### src/rtl/seg_pkg.sv
// Shared constants and types for the seven-segment value encoder.
// Holds segment patterns ({dp,g,f,e,d,c,b,a}, active-low), FSM state and limits.
package seg_pkg;

    localparam logic [7:0] SEG_0     = 8'hC0;
    localparam logic [7:0] SEG_1     = 8'hF9;
    localparam logic [7:0] SEG_2     = 8'hA4;
    localparam logic [7:0] SEG_3     = 8'hB0;
    localparam logic [7:0] SEG_4     = 8'h99;
    localparam logic [7:0] SEG_5     = 8'h92;
    localparam logic [7:0] SEG_6     = 8'h82;
    localparam logic [7:0] SEG_7     = 8'hF8;
    localparam logic [7:0] SEG_8     = 8'h80;
    localparam logic [7:0] SEG_9     = 8'h90;
    localparam logic [7:0] SEG_BLANK = 8'hFF;
    localparam logic [7:0] SEG_DASH  = 8'hBF;

    localparam int MAX_DISPLAY = 9999;

    typedef enum logic [1:0] {
        IDLE,
        SHIFT,
        ENCODE
    } state_t;

endpackage

### src/rtl/seg_value_encoder_digit.sv
// seg_digit_decode: combinational BCD digit to 7-bit active-low pattern {g..a}.
// Ports: bcd (4-bit digit in), pattern (7-bit segments out; non-BCD codes blank).
module seg_digit_decode
    import seg_pkg::*;
(
    input  logic [3:0] bcd,
    output logic [6:0] pattern
);

    always_comb begin
        pattern = SEG_BLANK[6:0];
        case (bcd)
            4'd0:    pattern = SEG_0[6:0];
            4'd1:    pattern = SEG_1[6:0];
            4'd2:    pattern = SEG_2[6:0];
            4'd3:    pattern = SEG_3[6:0];
            4'd4:    pattern = SEG_4[6:0];
            4'd5:    pattern = SEG_5[6:0];
            4'd6:    pattern = SEG_6[6:0];
            4'd7:    pattern = SEG_7[6:0];
            4'd8:    pattern = SEG_8[6:0];
            4'd9:    pattern = SEG_9[6:0];
            default: pattern = SEG_BLANK[6:0];
        endcase
    end

endmodule

### src/rtl/seg_value_encoder.sv
// Binary-to-seven-segment encoder: double-dabble to BCD, then registered patterns.
// Ports: clk, rst, load/value/dp_mask in; seg_out_1..4, busy, done, overflow out.
module seg_value_encoder
    import seg_pkg::*;
#(
    parameter bit BLANK_LZ = 1'b1
) (
    input  logic        clk,
    input  logic        rst,
    input  logic        load,
    input  logic [13:0] value,
    input  logic [3:0]  dp_mask,
    output logic [7:0]  seg_out_1,
    output logic [7:0]  seg_out_2,
    output logic [7:0]  seg_out_3,
    output logic [7:0]  seg_out_4,
    output logic        busy,
    output logic        done,
    output logic        overflow
);

    state_t      state;
    state_t      state_next;
    logic [29:0] shreg;
    logic [29:0] adj;
    logic [3:0]  step;
    logic [3:0]  dp_r;
    logic        ovf_r;
    logic [6:0]  dec [4];
    logic [3:0]  zero;
    logic [3:0]  blank;
    logic        lead;
    logic [7:0]  enc [4];

    // BCD nibbles sit in shreg[29:14]; adjust each before the shift.
    always_comb begin
        adj = shreg;
        for (int i = 0; i < 4; i++) begin
            if (shreg[14+4*i +: 4] >= 4'd5) begin
                adj[14+4*i +: 4] = shreg[14+4*i +: 4] + 4'd3;
            end
        end
    end

    for (genvar g = 0; g < 4; g++) begin : g_dig
        seg_digit_decode u_dec (
            .bcd     (shreg[14+4*g +: 4]),
            .pattern (dec[g])
        );
        assign zero[g] = (shreg[14+4*g +: 4] == 4'd0);
    end

    // Blanking propagates down from the thousands digit while digits are zero.
    always_comb begin
        lead     = BLANK_LZ;
        blank    = 4'b0000;
        for (int i = 3; i >= 1; i--) begin
            blank[i] = lead && zero[i];
            lead     = blank[i];
        end
    end

    always_comb begin
        for (int i = 0; i < 4; i++) begin
            if (ovf_r) begin
                enc[i] = {~dp_r[i], SEG_DASH[6:0]};
            end else if (blank[i]) begin
                enc[i] = {~dp_r[i], SEG_BLANK[6:0]};
            end else begin
                enc[i] = {~dp_r[i], dec[i]};
            end
        end
    end

    always_ff @(posedge clk) begin
        if (rst) begin
            state <= IDLE;
        end else begin
            state <= state_next;
        end
    end

    always_comb begin
        state_next = state;
        unique case (state)
            IDLE:    if (load) state_next = SHIFT;
            SHIFT:   if (step == 4'd13) state_next = ENCODE;
            ENCODE:  state_next = IDLE;
            default: state_next = IDLE;
        endcase
    end

    always_comb begin
        busy = (state != IDLE);
    end

    always_ff @(posedge clk) begin
        if (rst) begin
            shreg     <= '0;
            step      <= '0;
            dp_r      <= '0;
            ovf_r     <= 1'b0;
            seg_out_1 <= SEG_BLANK;
            seg_out_2 <= SEG_BLANK;
            seg_out_3 <= SEG_BLANK;
            seg_out_4 <= SEG_BLANK;
            done      <= 1'b0;
            overflow  <= 1'b0;
        end else begin
            done <= 1'b0;
            case (state)
                IDLE: begin
                    if (load) begin
                        shreg <= {16'd0, value};
                        dp_r  <= dp_mask;
                        ovf_r <= (value > 14'(MAX_DISPLAY));
                        step  <= 4'd0;
                    end
                end
                SHIFT: begin
                    shreg <= adj << 1;
                    step  <= step + 4'd1;
                end
                ENCODE: begin
                    seg_out_1 <= enc[0];
                    seg_out_2 <= enc[1];
                    seg_out_3 <= enc[2];
                    seg_out_4 <= enc[3];
                    overflow  <= ovf_r;
                    done      <= 1'b1;
                end
                default: ;
            endcase
        end
    end

endmodule

### config.mk
export PLATFORM = sky130hd
export DESIGN_NAME = seg_value_encoder
export DESIGN_NICKNAME = d
export VERILOG_FILES = /design/src/rtl/seg_pkg.sv /design/src/rtl/seg_value_encoder_digit.sv /design/src/rtl/seg_value_encoder.sv
export SDC_FILE = /design/constraint.sdc
export NUM_CORES = 1
export LEC_CHECK = 0
export BUFFER_PORTS_ARGS = -buffer_cell sky130_fd_sc_hd__buf_2
export CORE_UTILIZATION = 50
export CTS_CLUSTER_DIAMETER = 150
export DETAILED_ROUTE_END_ITERATION = 8
export GPL_TIMING_DRIVEN = 0
export PLACE_DENSITY = 0.77
export SLEW_MARGIN = 20
export SYNTH_ARGS = -nofsm -noshare
export SYNTH_HDL_FRONTEND = slang
export SYNTH_SLANG_ARGS = --single-unit
### constraint.sdc
create_clock -name clk -period 4.4 [get_ports clk]
set_clock_uncertainty 0.1 [all_clocks]
set_input_delay 0 -clock clk [delete_from_list [all_inputs] [get_ports clk]]
set_output_delay 0 -clock clk [all_outputs]
set_load 0.05 [all_outputs]
==> results.json, run 1 <==
{
  "sequentialPowerShare": 0.551,
  "final_core_util": 0.602,
  "io_buffers": 55,
  "seqCellArea_um2": 2060,
  "rr_startpoint": "state[0]",
  "numCtsBuffers": 9,
  "nets": 698,
  "yosys.area.top_type": "dfxtp_1",
  "syn_nets": 614,
  "drive_above_1_share": 0.188,
  "synth_fa_ha_area_frac": 0.0793,
  "htreeDepth": 3,
  "cp-start-kind": "flop",
  "routed_wl_um": 12300,
  "layout_commonest_cell": "dfxtp_1",
  "slew_headroom": 0.439,
  "postLayoutCellArea_um2": 5890,
  "cts_max_path_buffers": 2,
  "final_cells": 783,
  "synth.area.top_cells": "dfxtp_1, ha_1, nand2_1",
  "slew_viol_final": 0,
  "p_leak_nw": 2.35,
  "insertion_delay_ns": 0.37,
  "hp-class": "input port to flop",
  "ys_seq_area_frac": 0.408,
  "grt_pass1_vias": 4154,
  "antenna_found_initial": 0,
  "synth_enable_flop_cells": 0,
  "post_drt_wl_per_cell_um": 15.7,
  "place_area_um2": 5490,
  "combPwrFrac": 0.087,
  "finalCritPeriodShare": 0.609,
  "synth_compound_area_frac": 0.246,
  "clkPwrFrac": 0.362,
  "synthCells": 561,
  "drtAntennaViolNets": 0,
  "finalHoldViolCount": 0,
  "io_pins": 56,
  "post-dp-hpwl_um": 8730,
  "avgSynthCellArea_um2": 9.00,
  "switching_share": 0.258,
  "crit_fanout": 10,
  "cp-end-kind": "flop",
  "synth_top_family_by_area": "compound AO/OA/AOI/OAI gates",
  "synth_warnings": 0,
  "tritoncts": "built",
  "grt_use_met1": 0.311,
  "whs_endpoint": "shreg[19]",
  "diodes": 0,
  "synth-simple-area-share": 0.201,
  "r2r-end": "g_dig[2].u_dec.pattern[3]",
  "routed_via_density": 5.64,
  "fin_hold_ws_ns": 0.0254,
  "die_area_um2": 10500,
  "gp_congestion": 0.916,
  "layout_min_cycle_time_ns": 2.68,
  "synth_cell_types": 76,
  "finalWorstSetupSlack_ns": 1.72,
  "outcome": "finished clean",
  "cp.arrival_ns": 2.81,
  "dr.pass1.iters": 5,
  "dp_slack_ns": 1.79,
  "clkSinkCount": 103,
  "power_mw": 1.75,
  "initialDrtViolationCount": 180,
  "most-common-layout-cells": "dfxtp_1, nand2_1, buf_2",
  "die_y_um": 103,
  "initial_utilization": 0.517,
  "required_ns": 4.53,
  "root_buffer": "clkbuf_8",
  "finalSetupViolCount": 0,
  "p_sw_mw": 0.450,
  "post_cts_resized": 0,
  "final.setup.tns_ns": 0,
  "p_int_mw": 1.30,
  "multi_input_area_um2": 2700,
  "grt_max_degree": 19,
  "hold_depth": 4,
  "synth_area_um2": 5050,
  "timing.reg2reg.setup_slack_ns": 1.72,
  "tightest_slew_ns": 0.839,
  "rsz0062_at_grt": "false",
  "vias": 4418,
  "synth-seq-cells": 103,
  "die_w_um": 103,
  "dp_cells": 749,
  "grt_pass1_wl_um": 19600,
  "path_class": "flop to flop",
  "clkTransAtPathRegs_ns": 0.11,
  "grt_usage": 0.244,
  "ir_worst_vdd_uv": 189,
  "ys.flop_type": "dfxtp_1",
  "use_met3": 0.0475,
  "met2_usage": 0.402,
  "power_density_nw_per_um2": 297,
  "fill_cells": 851,
  "hp-start": "rst",
  "core_area_um2": 9770,
  "synth_mux_area_frac": 0.00396,
  "worstRegToRegCells": 10,
  "drc_errors": 0,
  "synthXorXnorAreaFrac": 0.00347,
  "row_count": 36,
  "cap_violations": 0,
  "max_freq_mhz": 373,
  "grt-busiest-layer": "met2",
  "synth_top_area_share": 0.408,
  "async_flop_share": 0,
  "areaGrowthSynthToFinish_pct": 16.5,
  "grt_overflow": 0
}
per-layer routing:
metal | part of all wire | routed length [um]
met2 | 0.47 | 5790
met1 | 0.45 | 5540
met3 | 0.045 | 547
met4 | 0.033 | 408
met5 | 0 | 0
cells by family (layout without fill, tap and decap cells):
logic type / count (synthesis) / after routing
AO/OA/AOI/OAI: 152 / 152
XOR/XNOR: 2 / 2
adder cells (fa/ha/maj): 32 / 32
buffers and inverters: 60 / 149
flip-flops: 103 / 103
multiplexers: 2 / 2
AND/OR/NAND/NOR: 210 / 210
what timing repair did:
| item | 4_1_cts | 5_1_grt |
|---|---|---|
| buffers inserted | 0 | 0 |
| setup endpoints to repair | 0 | 0 |
| hold buffers | 18 | 0 |
| hold endpoints to repair | 18 | 0 |
synth_stat cells, types with 3 or more instances:
library cell  number
a211oi_1           9
a2111oi_2          3
and2_1            10
nand2b_1          10
inv_2              4
nor2b_1            4
a221oi_4           3
ha_1              32
clkbuf_1          15
buf_4              4
nor2_1            53
o21a_1             6
nand3_1            5
nor3_2             3
buf_6              3
a21o_1             4
buf_2              4
a221oi_1           3
buf_1              6
o21ai_0           15
dfxtp_1          103
o211ai_1           5
inv_1             22
o22ai_1           19
nor3_1            22
nand2_1           79
a21oi_1           28
a311oi_1          20
registers in the layout (all words and copies together) (netlist names):
name                 count
seg_out_4                8
ovf_r                    1
seg_out_3                8
done                     1
step                     4
overflow                 1
shreg                   30
g_dig.u_dec.pattern     28
seg_out_2                8
state                    2
seg_out_1                8
dp_r                     4
critical path, cell delays in order, from the launching register on:
cell and delay, ns:
dfxtp_1 0.46, buf_6 0.18, and2b_4 0.22, buf_8 0.17, buf_6 0.15, o21ai_0 0.15, a21oi_1 0.37, inv_1 0.15
ha_1 0.33, nor3_1 0.18, a221oi_1 0.09
final cells by class:
class / count / share of cell area
well taps: 133 / 0.0283
clock inverters: 6 / 0.0128
clock buffers: 10 / 0.0234
multi-input cells: 398 / 0.459
inverters: 26 / 0.0166
repair buffers: 73 / 0.0774
flip-flops and latches: 103 / 0.350
plain buffers: 34 / 0.0327
power groups by stage:
| stage | sequential (mW) | clock (mW) | combinational, mW |
|---|---|---|---|
| detailed placement | 0.983 | 0 | 0.138 |
| floorplan | 0.980 | 0 | 0.0933 |
| global route | 0.964 | 0.679 | 0.165 |
| global placement | 0.982 | 0 | 0.134 |
| CTS | 0.962 | 0.640 | 0.150 |
| finish | 0.962 | 0.632 | 0.152 |
worst max path at each step:
stage	start	endpoint	slack, ns	cells past startpoint
after global routing	shreg[22]	g_dig[3].u_dec.pattern[3]	1.47	10
after global placement	state[0]	g_dig[2].u_dec.pattern[3]	1.81	10
after detailed placement	state[0]	g_dig[2].u_dec.pattern[3]	1.79	10
after CTS	state[0]	g_dig[2].u_dec.pattern[3]	1.74	10
after floorplan	shreg[19]	g_dig[1].u_dec.pattern[0]	2.15	10
final	state[0]	g_dig[2].u_dec.pattern[3]	1.72	10
Power figures use the tool's default switching activity.
==> inputs of run 2 (changes only) <==
==> constraint.sdc (replaced) <==
create_clock -name clk -period 2.6 [get_ports clk]
set_clock_uncertainty 0.1 [all_clocks]
set_input_delay 0 -clock clk [delete_from_list [all_inputs] [get_ports clk]]
set_output_delay 0 -clock clk [all_outputs]
set_load 0.05 [all_outputs]
==> run 2 against run 1 <==
Effect of this change:
- register-to-register slack worse by 1.6 ns
- critical endpoint is now g_dig[1].u_dec.pattern[0]
- critical path depth stayed put
- power rose by 70%
==> results.json, run 2 (same netlist as run 1, synthesis figures left out) <==
{
  "finalHoldViolCount": 0,
  "grt_pass1_wl_um": 19600,
  "cap_violations": 0,
  "row_count": 36,
  "tritoncts": "built",
  "power_density_nw_per_um2": 499,
  "critPathSlowestCell": "dfxtp_2",
  "multi_input_area_um2": 2740,
  "vias": 4442,
  "root_buffer": "clkbuf_8",
  "final.setup.tns_ns": 0,
  "clkSinkCount": 103,
  "dr.pass1.iters": 5,
  "cp-start-kind": "flop",
  "outcome": "finished clean",
  "largest_reg_flops": 30,
  "antenna_found_initial": 0,
  "cp.arrival_ns": 2.63,
  "post_drt_wl_per_cell_um": 15.8,
  "largest-register": "shreg",
  "finalCritPeriodShare": 0.943,
  "grt_usage": 0.244,
  "crit_chain": "inv_1 > ha_1 > nor2b_2 > o21a_1 > o211ai_4 > inv_1 > ha_1 > nand3b_1 > o22ai_2 > a311oi_1",
  "cts_max_path_buffers": 2,
  "die_w_um": 103,
  "finalSetupViolCount": 0,
  "layout_min_cycle_time_ns": 2.45,
  "grt_overflow": 0,
  "required_ns": 2.78,
  "die_y_um": 103,
  "io_buffers": 55,
  "routed_via_density": 5.67,
  "max_stage_delay_ns": 0.35,
  "grt_max_degree": 19,
  "areaGrowthSynthToFinish_pct": 17.6,
  "routed_wl_um": 12400,
  "grt_pass1_vias": 4149,
  "final_cells": 784,
  "max_freq_mhz": 408,
  "nets": 699,
  "seqCellArea_um2": 2070,
  "path_class": "flop to flop",
  "clkTransAtPathRegs_ns": 0.10,
  "gp_congestion": 0.916,
  "initialDrtViolationCount": 223,
  "ir_worst_vdd_uv": 322,
  "post-dp-hpwl_um": 8730,
  "die_area_um2": 10500,
  "diodes": 0,
  "drc_errors": 0,
  "cp-end-kind": "flop",
  "htreeDepth": 3,
  "io_pins": 56,
  "tightest_slew_ns": 0.870,
  "insertion_delay_ns": 0.38,
  "most-common-layout-cells": "dfxtp_1, nand2_1, buf_2",
  "drtAntennaViolNets": 0,
  "slew_headroom": 0.419,
  "layout_commonest_cell": "dfxtp_1",
  "slew_viol_final": 0,
  "crit_fanout": 5,
  "power_mw": 2.97,
  "hp-class": "input port to flop",
  "p_leak_nw": 2.37,
  "fill_cells": 846,
  "initial_utilization": 0.517,
  "drive_above_1_share": 0.209,
  "numCtsBuffers": 9,
  "dp_cells": 749,
  "core_area_um2": 9770
}
==> run 2: path summary, 6_finish.rpt <==
path	slack, ns	cells past startpoint	end	from
setup / recovery	0.15	10	g_dig[1].u_dec.pattern[0]	shreg[18]
hold / removal	0.03	3	shreg[13]	load
setup reg to reg	0.15	10	g_dig[1].u_dec.pattern[0]	shreg[18]
hold reg to reg	0.34	2	seg_out_2[1]	g_dig[1].u_dec.pattern[1]
==> run 2: through the flow <==
stage / setup WS [ns] / instance area (um^2) / utilization / hold slack [ns]
2_1_floorplan: 0.352 / 5050 / - / 0.0360
3_3_place_gp: 0.0107 / 5490 / 0.562 / 0.141
3_5_place_dp: -0.0123 / 5490 / 0.562 / 0.155
4_1_cts: 0.00649 / 5890 / 0.603 / 0.0129
5_1_grt: -0.00381 / 5940 / 0.608 / 0.0442
6_report: 0.149 / 5940 / 0.608 / 0.0300
==> run 2: critical path: cells and delay by family (launching register included) <==
kind,cells,cell delay (ns)
and+or+nand+nor,2,0.44
AOI/OAI and AO/OA,4,0.81
DFF,1,0.35
buffers and inverters,2,0.25
adders and majority gates,2,0.41
==> run 2: final cells by class <==
cell class	instances	share of cell area
clock buffer	10	0.0232
timing repair buffer	74	0.0779
inverter	26	0.0164
buffer	34	0.0328
sequential	103	0.348
tap	133	0.0280
clock inverter	6	0.0126
multi-input combinational	398	0.461
==> run 2: report_power, final <==
group          switching (mW)  internal [mW]
registers              0.0192           1.61
logic                   0.162         0.0978
clock network           0.591          0.487
==> run 2: what timing repair did <==
| action | 4_1_cts | 5_1_grt |
|---|---|---|
| cloned | 0 | 0 |
| hold endpoints to repair | 18 | 0 |
| endpoints found under the setup margin | 2 | 22 |
| gates resized for setup | 2 | 15 |
| pin swaps | 0 | 2 |
| hold buffers | 18 | 0 |
| buffers inserted | 0 | 1 |
==> run 2: layer usage <==
layer  up-vias  global-route usage  part of all wire
met2       132               0.401              0.47
met1      2085               0.311              0.45
li1       2190                   -                 -
met3        35              0.0475             0.048
met5         -                   0                 0
met4         0               0.109             0.035
==> inputs of run 3 (changes only) <==
--- a/config.mk
+++ b/config.mk
@@ -6,6 +6,7 @@
 export NUM_CORES = 1
 export LEC_CHECK = 0
 export BUFFER_PORTS_ARGS = -buffer_cell sky130_fd_sc_hd__buf_2
+export CORE_MARGIN = 4
 export CORE_UTILIZATION = 50
 export CTS_CLUSTER_DIAMETER = 150
 export DETAILED_ROUTE_END_ITERATION = 8
==> run 3 against run 2 <==
Effect of this change:
- sequential share of layout area decreased by 0.22 points
- register-to-register slack about the same
- first-iteration DRC count increased by 16%
- flip-flop and latch count unchanged
- critical path type unchanged
- largest cell class unchanged
- highest routed layer unchanged
==> results.json, run 3 (same netlist as run 1, synthesis figures left out) <==
{
  "critPathSlowestCell": "dfxtp_2",
  "post_drt_wl_per_cell_um": 16.0,
  "final.setup.tns_ns": 0,
  "hp-class": "input port to flop",
  "initialDrtViolationCount": 258,
  "largest_reg_flops": 30,
  "path_class": "flop to flop",
  "outcome": "finished clean",
  "max_stage_delay_ns": 0.39,
  "finalHoldViolCount": 0,
  "cp.arrival_ns": 2.61,
  "diodes": 0,
  "gp_congestion": 0.985,
  "power_density_nw_per_um2": 506,
  "clkSinkCount": 103,
  "io_pins": 56,
  "largest-register": "shreg",
  "place_area_um2": 5490,
  "grt_pass1_wl_um": 20700,
  "areaGrowthSynthToFinish_pct": 18.5,
  "routed_via_density": 5.65,
  "grt_usage": 0.223,
  "clkTransAtPathRegs_ns": 0.10,
  "routed_wl_um": 12600,
  "dp_cells": 749,
  "row_count": 36,
  "postLayoutCellArea_um2": 5980,
  "cts_max_path_buffers": 2,
  "layout_min_cycle_time_ns": 2.44,
  "finalCritPeriodShare": 0.937,
  "fill_cells": 890,
  "root_buffer": "clkbuf_8",
  "crit_fanout": 10,
  "cp-start-kind": "flop",
  "die_w_um": 109,
  "antenna_found_initial": 0,
  "required_ns": 2.78,
  "ir_worst_vdd_uv": 249,
  "die_area_um2": 11800,
  "numCtsBuffers": 9,
  "grt_overflow": 0,
  "drive_above_1_share": 0.217,
  "io_buffers": 55,
  "slew_headroom": 0.514,
  "layout_commonest_cell": "dfxtp_1",
  "p_leak_nw": 2.39,
  "dr.pass1.iters": 5,
  "nets": 702,
  "max_freq_mhz": 410,
  "htreeDepth": 3,
  "drc_errors": 0,
  "die_y_um": 109,
  "final_cells": 787,
  "slew_viol_final": 0,
  "post-dp-hpwl_um": 8890,
  "core_area_um2": 9820,
  "cap_violations": 0,
  "drtAntennaViolNets": 0,
  "tritoncts": "built",
  "insertion_delay_ns": 0.39,
  "crit_top_cell": "nor2_1",
  "cp-end-kind": "flop",
  "grt_pass1_vias": 4294,
  "tightest_slew_ns": 0.720,
  "power_mw": 3.03,
  "finalSetupViolCount": 0,
  "grt_max_degree": 19,
  "initial_utilization": 0.514,
  "most-common-layout-cells": "dfxtp_1, nand2_1, buf_2",
  "vias": 4445,
  "crit_chain": "buf_6 > and2b_4 > buf_8 > nand2_1 > o31a_1 > nor2_1 > inv_1 > ha_1 > nor2_1 > a311oi_1"
}
run 3: final timing paths:
check | from | cells past startpoint | slack [ns] | to
min reg2reg | g_dig[1].u_dec.pattern[1] | 2 | 0.34 | seg_out_2[1]
max | state[0] | 10 | 0.16 | g_dig[1].u_dec.pattern[3]
max reg2reg | state[0] | 10 | 0.16 | g_dig[1].u_dec.pattern[3]
min | load | 3 | 0.01 | shreg[13]
run 3: stage by stage:
stage	hold slack (ns)	utilization	worst slack, ns
floorplan	0.0360	-	0.352
global placement	0.142	0.559	0.0335
detailed placement	0.147	0.559	0.0294
CTS	0.00310	0.602	0.00260
global route	0.0343	0.609	-0.00937
finish	0.0114	0.609	0.163
run 3: power by group:
part | leakage [nW] | total, mW | switching, mW | internal (mW)
Sequential | 0.839 | 1.63 | 0.0191 | 1.61
Clock | 0.112 | 1.14 | 0.584 | 0.554
Combinational | 1.44 | 0.262 | 0.163 | 0.0989
run 3: worst max-delay path, delay by kind of cell (launching register included):
family	cells	cell delay (ns)
AND/OR/NAND/NOR	4	0.52
AO/OA/AOI/OAI	2	0.58
buffers and inverters	3	0.43
flip-flops	1	0.39
adder cells (fa/ha/maj)	1	0.31
run 3: final cells by class:
type | instances | area, um^2 | area share
multi-input combinational | 398 | 2740 | 0.458
sequential | 103 | 2070 | 0.346
timing repair buffer | 77 | 488 | 0.0816
buffer | 34 | 198 | 0.0330
tap | 133 | 166 | 0.0278
clock buffer | 9 | 124 | 0.0207
clock inverter | 7 | 101 | 0.0169
inverter | 26 | 97.6 | 0.0163
run 3: layer usage:
layer  global-route usage  part of all wire  vias to the layer above
met1                0.274              0.44                     2098
met5                    0                 0                        -
met2                0.381              0.49                      132
li1                     -                 -                     2191
met3               0.0424             0.050                       24
met4               0.0956             0.023                        0
run 3: timing repair:
item,4_1_cts,5_1_grt
endpoints found under the setup margin,2,17
hold buffers,19,0
buffers inserted,0,3
pin swaps,0,3
gates resized for setup,1,19
hold endpoints to repair,20,0
